===== config.mk =====
export PLATFORM = sky130hd
export DESIGN_NAME = ppu_reg_port
export DESIGN_NICKNAME = d
export VERILOG_FILES = /design/src/rtl/ppu_pkg.sv /design/src/rtl/ppu_vram_access.sv /design/src/rtl/ppu_reg_port.sv
export SDC_FILE = /design/constraint.sdc
export NUM_CORES = 1
export LEC_CHECK = 0
export ABC_AREA = 1
export CORE_MARGIN = 1.5
export CORE_UTILIZATION = 50
export DETAILED_ROUTE_END_ITERATION = 6
export GPL_TIMING_DRIVEN = 0
export PLACE_DENSITY = 0.87
export SKIP_LAST_GASP = 1
export SLEW_MARGIN = 20
export SYNTH_ARGS = -nofsm -noshare
export SYNTH_HDL_FRONTEND = slang
export SYNTH_SLANG_ARGS = --single-unit

===== constraint.sdc =====
create_clock -name clk -period 2.2 [get_ports clk]
set_input_delay 0.22 -clock clk [delete_from_list [all_inputs] [get_ports clk]]
set_output_delay 0.22 -clock clk [all_outputs]
set_load 0.02 [all_outputs]

===== src/rtl/ppu_pkg.sv =====
// ppu_pkg: constants shared by the PPU register port and its VRAM access unit.
//   REG_*      CPU register indices ($2000-$2007, low three address bits)
//   INC_*      PPUDATA address step (across a row / down a column)
//   PAL_BASE   first palette address; PPUDATA reads from here on bypass the buffer
//   VADDR_W    VRAM address width
package ppu_pkg;

  localparam int VADDR_W = 14;
  localparam logic [13:0] PAL_BASE = 14'h3F00;

  localparam logic [2:0] REG_CTRL    = 3'd0;
  localparam logic [2:0] REG_MASK    = 3'd1;
  localparam logic [2:0] REG_STATUS  = 3'd2;
  localparam logic [2:0] REG_OAMADDR = 3'd3;
  localparam logic [2:0] REG_OAMDATA = 3'd4;
  localparam logic [2:0] REG_SCROLL  = 3'd5;
  localparam logic [2:0] REG_ADDR    = 3'd6;
  localparam logic [2:0] REG_DATA    = 3'd7;

  localparam logic [13:0] INC_ACROSS = 14'd1;
  localparam logic [13:0] INC_DOWN   = 14'd32;

  typedef enum logic {
    VS_IDLE     = 1'b0,
    VS_WAIT_ACK = 1'b1
  } vram_state_e;

endpackage


===== src/rtl/ppu_vram_access.sv =====
// ppu_vram_access: single-outstanding VRAM req/ack engine.
//   clk, reset        clock, synchronous active-high reset
//   start, start_*    launch an access (honoured only when idle)
//   busy              access outstanding (WAIT_ACK)
//   done              ack accepted this cycle
//   vramReq..vramAck  VRAM port; address/data/we held stable while vramReq
// A reset drops vramReq immediately; an ack seen while idle is ignored.
module ppu_vram_access
  import ppu_pkg::*;
#(
  parameter int AW = 14
) (
  input  logic          clk,
  input  logic          reset,
  input  logic          start,
  input  logic          start_we,
  input  logic [AW-1:0] start_addr,
  input  logic [7:0]    start_wdata,
  output logic          busy,
  output logic          done,
  output logic          vramReq,
  output logic          vramWe,
  output logic [AW-1:0] vramAddr,
  output logic [7:0]    vramWData,
  input  logic          vramAck
);

  vram_state_e   state_q, state_d;
  logic          we_q, we_d;
  logic [AW-1:0] addr_q, addr_d;
  logic [7:0]    wdata_q, wdata_d;

  always_comb begin
    state_d = state_q;
    we_d    = we_q;
    addr_d  = addr_q;
    wdata_d = wdata_q;
    case (state_q)
      VS_IDLE: begin
        if (start) begin
          state_d = VS_WAIT_ACK;
          we_d    = start_we;
          addr_d  = start_addr;
          wdata_d = start_wdata;
        end
      end
      VS_WAIT_ACK: begin
        if (vramAck) state_d = VS_IDLE;
      end
      default: state_d = VS_IDLE;
    endcase
  end

  always_ff @(posedge clk) begin
    if (reset) begin
      state_q <= VS_IDLE;
      we_q    <= 1'b0;
      addr_q  <= '0;
      wdata_q <= '0;
    end else begin
      state_q <= state_d;
      we_q    <= we_d;
      addr_q  <= addr_d;
      wdata_q <= wdata_d;
    end
  end

  assign busy      = (state_q == VS_WAIT_ACK);
  assign done      = busy & vramAck;
  assign vramReq   = busy;
  assign vramWe    = we_q;
  assign vramAddr  = addr_q;
  assign vramWData = wdata_q;

endmodule


===== src/rtl/ppu_reg_port.sv =====
// ppu_reg_port: CPU-facing responder for the eight PPU registers.
//   clk, reset              clock, synchronous active-high reset
//   cpuReq/We/Addr/WData    one-cycle register access, taken when cpuReady=1
//   cpuRData, cpuReady      registered read data; 0 while a PPUDATA access stalls
//   nmi                     ppuCtrl[7] & vblank, registered
//   ppuCtrl..oamAddr        architectural register values
//   oamWe/oamWData/oamRData OAM port (strobe applies to current oamAddr)
//   vram*                   VRAM req/ack port
//   vblankSet/Clr, spr0HitIn, sprOvfIn  status pulses from PPU timing
module ppu_reg_port #(
  parameter int                 VADDR_W  = ppu_pkg::VADDR_W,
  parameter logic [VADDR_W-1:0] PAL_BASE = ppu_pkg::PAL_BASE
) (
  input  logic               clk,
  input  logic               reset,
  input  logic               cpuReq,
  input  logic               cpuWe,
  input  logic [2:0]         cpuAddr,
  input  logic [7:0]         cpuWData,
  output logic [7:0]         cpuRData,
  output logic               cpuReady,
  output logic               nmi,
  output logic [7:0]         ppuCtrl,
  output logic [7:0]         ppuMask,
  output logic [7:0]         scrollX,
  output logic [7:0]         scrollY,
  output logic [7:0]         oamAddr,
  output logic               oamWe,
  output logic [7:0]         oamWData,
  input  logic [7:0]         oamRData,
  output logic               vramReq,
  output logic               vramWe,
  output logic [VADDR_W-1:0] vramAddr,
  output logic [7:0]         vramWData,
  input  logic [7:0]         vramRData,
  input  logic               vramAck,
  input  logic               vblankSet,
  input  logic               vblankClr,
  input  logic               spr0HitIn,
  input  logic               sprOvfIn
);

  import ppu_pkg::*;

  logic [7:0]         ppu_ctrl_q, ppu_ctrl_d;
  logic [7:0]         ppu_mask_q, ppu_mask_d;
  logic [7:0]         scroll_x_q, scroll_x_d;
  logic [7:0]         scroll_y_q, scroll_y_d;
  logic [7:0]         oam_addr_q, oam_addr_d;
  logic               oam_we_q, oam_we_d;
  logic [7:0]         oam_wdata_q, oam_wdata_d;
  logic [VADDR_W-1:0] v_q, v_d;
  logic               toggle_q, toggle_d;
  logic               vblank_q, vblank_d;
  logic               spr0_q, spr0_d;
  logic               ovf_q, ovf_d;
  logic [7:0]         read_buf_q, read_buf_d;
  logic [7:0]         open_bus_q, open_bus_d;
  logic [7:0]         cpu_rdata_q, cpu_rdata_d;
  logic               nmi_q, nmi_d;
  logic               pal_pend_q, pal_pend_d;  // palette read issued, CPU stalled

  logic               cpu_ready, acc, is_data, v_pal;
  logic               vram_start, vram_busy, vram_done;
  logic [VADDR_W-1:0] inc;
  logic [7:0]         rd;

  assign is_data = (cpuAddr == REG_DATA);
  assign v_pal   = (v_q >= PAL_BASE);
  assign inc     = ppu_ctrl_q[2] ? VADDR_W'(INC_DOWN) : VADDR_W'(INC_ACROSS);

  // A palette read is issued while stalled and completes on the ack cycle.
  // Any other PPUDATA access waits until the engine is idle again.
  always_comb begin
    cpu_ready = 1'b1;
    if (pal_pend_q)
      cpu_ready = vram_done;
    else if (cpuReq && is_data)
      cpu_ready = !vram_busy && (cpuWe || !v_pal);
  end

  assign acc        = cpuReq & cpu_ready;
  // Covers accepted writes, buffered reads and the stalled palette issue.
  assign vram_start = cpuReq & is_data & ~vram_busy;

  always_comb begin
    ppu_ctrl_d  = ppu_ctrl_q;
    ppu_mask_d  = ppu_mask_q;
    scroll_x_d  = scroll_x_q;
    scroll_y_d  = scroll_y_q;
    oam_addr_d  = oam_addr_q;
    oam_we_d    = 1'b0;
    oam_wdata_d = oam_wdata_q;
    v_d         = v_q;
    toggle_d    = toggle_q;
    vblank_d    = vblank_q;
    spr0_d      = spr0_q;
    ovf_d       = ovf_q;
    read_buf_d  = read_buf_q;
    open_bus_d  = open_bus_q;
    cpu_rdata_d = cpu_rdata_q;
    pal_pend_d  = pal_pend_q;
    rd          = open_bus_q;

    // OAM strobe is registered, so the pointer steps after the write lands.
    if (oam_we_q) oam_addr_d = oam_addr_q + 8'd1;

    if (vblankSet) vblank_d = 1'b1;
    if (spr0HitIn) spr0_d   = 1'b1;
    if (sprOvfIn)  ovf_d    = 1'b1;
    if (vblankClr) begin
      vblank_d = 1'b0;
      spr0_d   = 1'b0;
      ovf_d    = 1'b0;
    end

    if (vram_done) begin
      pal_pend_d = 1'b0;
      if (!vramWe) read_buf_d = vramRData;
    end

    if (vram_start) begin
      v_d = v_q + inc;
      if (!cpuWe && v_pal) pal_pend_d = 1'b1;
    end

    if (acc) begin
      if (cpuWe) begin
        open_bus_d = cpuWData;
        case (cpuAddr)
          REG_CTRL:    ppu_ctrl_d = cpuWData;
          REG_MASK:    ppu_mask_d = cpuWData;
          REG_OAMADDR: oam_addr_d = cpuWData;
          REG_OAMDATA: begin
            oam_we_d    = 1'b1;
            oam_wdata_d = cpuWData;
          end
          REG_SCROLL: begin
            if (!toggle_q) scroll_x_d = cpuWData;
            else           scroll_y_d = cpuWData;
            toggle_d = ~toggle_q;
          end
          REG_ADDR: begin
            if (!toggle_q) v_d = {cpuWData[VADDR_W-9:0], v_q[7:0]};
            else           v_d = {v_q[VADDR_W-1:8], cpuWData};
            toggle_d = ~toggle_q;
          end
          default: ;
        endcase
      end else begin
        case (cpuAddr)
          REG_STATUS: begin
            // A read racing vblankSet sees 0 and keeps vblank low.
            rd       = {vblank_q & ~vblankSet, spr0_q, ovf_q, open_bus_q[4:0]};
            vblank_d = 1'b0;
            toggle_d = 1'b0;
          end
          REG_OAMDATA: rd = oamRData;
          REG_DATA:    rd = pal_pend_q ? vramRData : read_buf_q;
          default:     rd = open_bus_q;
        endcase
        cpu_rdata_d = rd;
        open_bus_d  = rd;
      end
    end

    nmi_d = ppu_ctrl_d[7] & vblank_d;
  end

  always_ff @(posedge clk) begin
    if (reset) begin
      ppu_ctrl_q  <= '0;
      ppu_mask_q  <= '0;
      scroll_x_q  <= '0;
      scroll_y_q  <= '0;
      oam_addr_q  <= '0;
      oam_we_q    <= 1'b0;
      oam_wdata_q <= '0;
      v_q         <= '0;
      toggle_q    <= 1'b0;
      vblank_q    <= 1'b0;
      spr0_q      <= 1'b0;
      ovf_q       <= 1'b0;
      read_buf_q  <= '0;
      open_bus_q  <= '0;
      cpu_rdata_q <= '0;
      nmi_q       <= 1'b0;
      pal_pend_q  <= 1'b0;
    end else begin
      ppu_ctrl_q  <= ppu_ctrl_d;
      ppu_mask_q  <= ppu_mask_d;
      scroll_x_q  <= scroll_x_d;
      scroll_y_q  <= scroll_y_d;
      oam_addr_q  <= oam_addr_d;
      oam_we_q    <= oam_we_d;
      oam_wdata_q <= oam_wdata_d;
      v_q         <= v_d;
      toggle_q    <= toggle_d;
      vblank_q    <= vblank_d;
      spr0_q      <= spr0_d;
      ovf_q       <= ovf_d;
      read_buf_q  <= read_buf_d;
      open_bus_q  <= open_bus_d;
      cpu_rdata_q <= cpu_rdata_d;
      nmi_q       <= nmi_d;
      pal_pend_q  <= pal_pend_d;
    end
  end

  ppu_vram_access #(.AW(VADDR_W)) u_vram (
    .clk        (clk),
    .reset      (reset),
    .start      (vram_start),
    .start_we   (cpuWe),
    .start_addr (v_q),
    .start_wdata(cpuWData),
    .busy       (vram_busy),
    .done       (vram_done),
    .vramReq    (vramReq),
    .vramWe     (vramWe),
    .vramAddr   (vramAddr),
    .vramWData  (vramWData),
    .vramAck    (vramAck)
  );

  assign cpuReady = cpu_ready;
  assign cpuRData = cpu_rdata_q;
  assign nmi      = nmi_q;
  assign ppuCtrl  = ppu_ctrl_q;
  assign ppuMask  = ppu_mask_q;
  assign scrollX  = scroll_x_q;
  assign scrollY  = scroll_y_q;
  assign oamAddr  = oam_addr_q;
  assign oamWe    = oam_we_q;
  assign oamWData = oam_wdata_q;

endmodule


==> results.yml, run 1 <==
finish:
  areaGrowthSynthToFinish_pct: 37.1
  num_antenna_cells: 0
  final_core_util_pct: 70.4
  fin_nets: 912
  drive_gt1_share_pct: 8.59
global_routing:
  grt_pass1_wl_mm: 26.7
  antenna_found_initial: 0
  grt_remaining_overflow: 0
  grt_pass1_vias: 5429
  grt_usage_pct: 30.5
  grt_max_degree: 17
drt:
  drc_errors: 0
  drt_wl_total_mm: 16.7
  first_pass_iters: 7
  drt-met1-wl_mm: 6.66
  routedWlPerCell_um: 16.3
  ant_nets: 0
  wl_met3_mm: 1.87
  drtIter0Drc: 643
  num_vias: 5799
  dr.max_layer_used: "met4"
  detail_route.vias_per_cell: 5.68
  met2WireLength_mm: 7.51
timing:
  setup_violations: 0
  grt_setup_unrepaired: "no"
  slew_viol_final: 0
  hold_violations: 0
  timing.final.crit_share_pct: 95.6
  relSlewSlack_pct: 45.1
  worstMarginPinSlew_ns: 0.821
  period_needed_ns: 2.10
  holdWs_ns: 0.166
  fmax_mhz: 475
  fin_skew_ns: 0.0151
floorplan:
  placementRows: 37
  start_util_pct: 51.4
  core_area_um2: 10300
  die-width_um: 106
  fp.dieH_um: 106
  ios: 119
  die_area_um2: 11200
yosys:
  avgSynthCellArea_um2: 7.15
  synth.distinct_cells: 36
  yosys.area.top_type: "dfxtp_1"
  syn_area_um2: 5280
  synthTopCellsByArea: "dfxtp_1, nand2_1, o21ai_0"
  synth-warning-count: 0
  synth_seq_area_share_pct: 44.4
  ys.flop_type: "dfxtp_1"
  syn-instance-count: 738
  syn-num-nets: 778
  ys_async_sr_fraction_pct: 0
  synth_top_area_share_pct: 44.4
  ys_seq_elements: 117
  synth-edff-count: 0
placement:
  gp_congestion: 0.939
  dpl.hpwl_mm: 11.3
  place.port_buffers: 116
clocking:
  hold_buffers: 0
  cts.path.max_buffers: 2
  cts_sinks: 117
  cts_inserted_buffers: 17
  cts.clk_slew.worst_paths_ns: 0.06
  h-tree-depth: 4
  worst_skew_pair.late_latency_ns: 0.52
  root_buffer: "clkbuf_8"
  cts_tree: "built"
power:
  pwr-share-seq_pct: 39.5
  comb_power_share_pct: 8.8
  p_per_area_nw_per_um2: 772
  p_int_uw: 4210
  leakage_uw: 0.00290
  clkPwrFrac_pct: 51.7
  p_sw_share_pct: 24.7
  ir_drop_mv: 0.499
  power.switching_uw: 1380
setup_path:
  required_ns: 1.98
  cp.arrival_ns: 1.88
  crit_type: "reg -> out"
  cp_max_fo: 4
  endpoint_kind: "primary output"
  critPathLaunchType: "flop"
min_path:
  hp-class: "in -> reg"
flow_run:
  drv_cap: 0
outcome:
  status: "finished clean"
-- stage by stage --
step	worst slack, ns	cell area, µm²	TNS (ns)	total power [µW]	cells
2_1_floorplan	0.464	5280	0	2500	738
5_1_grt	0.00305	7230	0	5740	1021
6_report	0.0964	7230	0	5590	1021
3_3_place_gp	-0.172	6610	-3.41	2720	990
3_5_place_dp	-0.197	6610	-4.01	2730	990
4_1_cts	0.0875	7230	0	5580	1021
-- cells in the mapped netlist (4+ instances only) --
| master | number |
|---|---|
| a21oi_1 | 56 |
| a31oi_1 | 9 |
| buf_2 | 7 |
| buf_4 | 4 |
| clkbuf_1 | 21 |
| dfxtp_1 | 117 |
| ha_1 | 4 |
| inv_1 | 54 |
| inv_2 | 6 |
| nand2_1 | 155 |
| nand2_2 | 5 |
| nand3_1 | 64 |
| nand4_1 | 11 |
| nor2_1 | 91 |
| nor2_2 | 7 |
| nor3_1 | 6 |
| o21ai_0 | 76 |
| o21ai_1 | 4 |
| o22ai_1 | 7 |
| xor2_1 | 8 |
-- repair_timing --
action                     CTS  global route
setup endpoints to repair    1             2
gates resized for setup      3             2
buffers inserted             0             0
-- cells in the final DEF (no fill, tap or decap), drive strengths merged, types with 2 or more instances in the layout --
cell,netlist,final
o22ai,7,7
clkinvlp,0,3
nor3,6,6
a21oi,56,56
bufinv,0,4
a31oi,9,9
nand2,160,160
o211ai,2,2
nand3,68,68
o21ai,80,80
xor2,8,8
buf,14,14
dfxtp,117,117
inv,61,63
nand3b,3,3
clkinv,0,6
clkdlybuf4s50,0,115
clkbuf,21,37
ha,4,4
nor2,100,100
o21bai,2,2
xnor2,3,3
nand4,13,13
-- registers in the layout, summed over array words and instances (netlist names), 8 cells and up --
signal	cells
u_vram.vramAddr	14
read_buf_q	8
cpuRData	8
u_vram.vramWData	8
v_q	14
scrollX	8
oamAddr	8
oamWData	8
ppuCtrl	8
scrollY	8
ppuMask	8
open_bus_q	8
-- routing by layer --
metal  GRT usage [%]  vias up
li1                -     2710
met1            39.1     2652
met2            48.1      367
met3            7.36       70
met4            14.5        0
met5               0        -
-- power groups by stage --
stage	clock, µW	sequential, µW	combinational [µW]
2_1_floorplan	0	2280	216
3_3_place_gp	0	2250	472
3_5_place_dp	0	2250	479
4_1_cts	2890	2210	484
5_1_grt	2990	2210	532
6_report	2890	2210	494
-- worst max-delay path, cell delays in order (launching register included) --
cell and delay (ns):
dfxtp_1 0.34, nand2_1 0.15, nor2_2 0.08, nand3_1 0.08, nand2_1 0.08, a21oi_1 0.27, dlygate4sd2_1 0.38
-- cells by family (layout without fill, tap and decap cells) --
kind of cell,Yosys count,in the layout,synth area share (%)
adders and majority gates,4,4,0.948
AOI/OAI and AO/OA,158,158,15.7
and+or+nand+nor,351,351,29.5
DFF,117,117,44.4
muxes,1,1,0.190
xor gates and xnor gates,11,11,1.83
buffers and inverters,96,243,7.47
-- final timing paths --
| kind | startpoint | endpoint | slack, ns | cells past startpoint |
|---|---|---|---|---|
| setup / recovery | v_q[10] | cpuReady | 0.1 | 6 |
| hold / removal | cpuWe | pal_pend_q | 0.17 | 4 |
| setup reg to reg | v_q[10] | nmi | 0.19 | 10 |
| hold reg to reg | read_buf_q[7] | read_buf_q[7] | 0.45 | 2 |
-- layout make-up --
cell class                      instances  area [µm²]
Timing Repair Buffer                  116        1160
Tap cell                              136         170
Clock buffer                           17         414
Fill cell                             792        3040
Clock inverter                         15         205
Buffer                                 34         159
Multi-Input combinational cell        525        2550
Inverter                               61         231
Sequential cell                       117        2340
No activity file was read; power rests on OpenSTA's default activity.
==> run 2: changes to the inputs <==
- PLACE_DENSITY: 0.87 -> 0.86
- SYNTH_HIERARCHICAL: unset -> 1
==> run 2 against run 1 <==
Cell count increased by 14%. Design area increased by 5.9%. Clock skew decreased by 0.0073 ns. Global-route usage decreased by 2.3 points. Critical path depth increased by 4. Clock-buffer cell count unchanged. Flip-flop and latch count unchanged. Combinational power increased by 8.1%. Worst hold slack improved by 0.21 ns. Critical path type is now reg -> reg.
==> results.yml, run 2 <==
timing:
  fin_skew_ns: 0.00780
  hold_violations: 0
  setup_violations: 0
  period_needed_ns: 2.08
  worstMarginPinSlew_ns: 0.642
  relSlewSlack_pct: 57.1
  tns_ns: 0
  finalWorstSetupSlack_ns: 0.125
  grt_setup_unrepaired: "no"
  fmax_mhz: 482
  slew_viol_final: 0
  timing.final.crit_share_pct: 94.3
clocking:
  cts.path.max_buffers: 2
  cts_tree: "built"
  root_buffer: "clkbuf_16"
  h-tree-depth: 4
  cts_sinks: 117
  cts_resized: 4
  cts_inserted_buffers: 17
  cts.clk_slew.worst_paths_ns: 0.06
  hold_buffers: 0
  worst_skew_pair.late_latency_ns: 0.41
  postCtsSetupBuffers: 0
yosys:
  synth_most_common_cell: "nand2_1"
  syn-num-nets: 916
  syn-instance-count: 876
  avgSynthCellArea_um2: 6.56
  synth-edff-count: 0
  ys_seq_elements: 117
  synth-warning-count: 6
  synth.distinct_cells: 32
  synthTopCellsByArea: "dfxtp_1, nand2_1, nor2_1"
  synth_seq_area_share_pct: 40.7
  synth_top_area_share_pct: 40.7
  ys_async_sr_fraction_pct: 0
  synth_common_cells: "nand2_1, nor2_1, dfxtp_1"
  ys.flop_type: "dfxtp_1"
  syn_area_um2: 5750
  yosys.area.top_type: "dfxtp_1"
floorplan:
  ios: 119
  fp.dieH_um: 110
  die-width_um: 110
  core_area_um2: 11000
  die_area_um2: 12200
  placementRows: 38
  start_util_pct: 52.1
finish:
  fin_nets: 1052
  drive_gt1_share_pct: 7.62
  layout.cells.most_common: "nand2_1"
  mostFrequentLayoutCells: "nand2_1, nor2_1, clkdlybuf4s50_1"
  areaGrowthSynthToFinish_pct: 33.2
  num_antenna_cells: 0
  final_area_um2: 7660
placement:
  place_area_um2: 7100
  dpl.hpwl_mm: 11.6
  preCtsSetupSlack_ns: -0.330
  gp_congestion: 0.944
  place.port_buffers: 117
outcome:
  status: "finished clean"
drt:
  first_pass_iters: 5
  routedWlPerCell_um: 14.1
  ant_nets: 0
  drt_wl_total_mm: 16.4
  drtIter0Drc: 400
  detail_route.vias_per_cell: 5.15
  drc_errors: 0
  num_vias: 5999
min_path:
  hp-class: "in -> reg"
  hold_depth: 3
  min_to: "spr0_q"
  hold_start: "spr0HitIn"
setup_path:
  reg2reg_depth: 10
  cp.arrival_ns: 2.37
  endpoint_kind: "flop"
  reg2reg_setup_slack_ns: 0.12
  critPathLaunchType: "flop"
  crit_type: "reg -> reg"
  cp_max_fo: 4
  required_ns: 2.49
  r2r_start: "ppuCtrl[2]"
  r2r-end: "v_q[10]"
global_routing:
  grt_usage_pct: 28.1
  grt_pass1_wl_mm: 26.2
  grt_max_degree: 17
  grt_remaining_overflow: 0
  grt_pass1_vias: 5542
  antenna_found_initial: 0
power:
  ir_drop_mv: 0.435
  p_per_area_nw_per_um2: 698
  leakage_uw: 0.00335
flow_run:
  drv_cap: 0
-- run 2: changes by cell type after synthesis, moves of 5 or more --
cell,change
buf_2,+6
buf_6,+5
o22ai_1,-6
nor2_1,+71
a21oi_1,-20
nand3_1,+16
nor2_2,-6
inv_1,+53
clkbuf_1,-8
a31oi_1,-9
o21ai_0,-19
nand2_1,+69
-- run 2: worst max-delay path by stage --
| stage | start | end | cells after the start |
|---|---|---|---|
| after floorplan | ppuCtrl[2] | v_q[10] | 10 |
| after global placement | cpuReq | u_vram/vramWe | 10 |
| after detailed placement | cpuReq | u_vram/vramWData[7] | 10 |
| after CTS | cpuReq | u_vram/vramAddr[13] | 10 |
| after global routing | cpuReq | u_vram/vramWData[3] | 10 |
| final | ppuCtrl[2] | v_q[10] | 10 |
-- run 2: cell type report --
class,instances,area (µm²)
tap,140,175
inverter,111,417
timing repair buffer,117,1170
clock inverter,14,129
sequential,117,2340
buffer,39,228
multi-input combinational,609,2770
fill,893,3370
clock buffer,17,425
-- run 2: kinds of logic (layout without fill, tap and decap cells) --
family | Yosys count | after routing | share of synthesized area, %
compound gates | 99 | 99 | 8.86
xor+xnor | 7 | 7 | 1.07
fa+ha+maj | 4 | 4 | 0.871
buf+inv | 150 | 298 | 11.2
flops | 117 | 117 | 40.7
mux | 1 | 1 | 0.174
simple gates | 498 | 498 | 37.1
-- run 2: worst max-delay path: stages (launching register included) --
cell     delay, ns
dfxtp_1       0.35
inv_1         0.10
ha_1          0.20
ha_1          0.19
nand2_1       0.07
o21ai_0       0.46
nand3_1       0.23
nor2_1        0.14
a21oi_1       0.07
o21ai_0       0.09
nor2_1        0.05
-- run 2: where the power goes --
group          internal (µW)  switching, µW  total, µW
clock                   1550           1050       2600
sequential              2180           37.4       2210
combinational            213            320        534
-- run 2: through the flow --
step                cells  hold WS [ns]  total power (µW)  util (%)
floorplan             876         0.349              2550         -
global placement     1133         0.434              2770      64.3
detailed placement   1133         0.439              2780      64.3
CTS                  1164         0.371              5350      69.4
global route         1164         0.410              5530      69.4
finish               1164         0.381              5350      69.4
-- run 2: layer usage --
metal  routed length, µm  global-route usage [%]
met5                   0                       0
met4                 463                    12.5
met3                1290                    6.06
met2                7630                    45.3
met1                7030                    36.2
==> run 3: changes to the inputs <==
- ABC_CLOCK_PERIOD_IN_PS: unset -> 2200
==> results of run 3 <==
The final DEF is identical to that of run 2; final timing and power are the same.
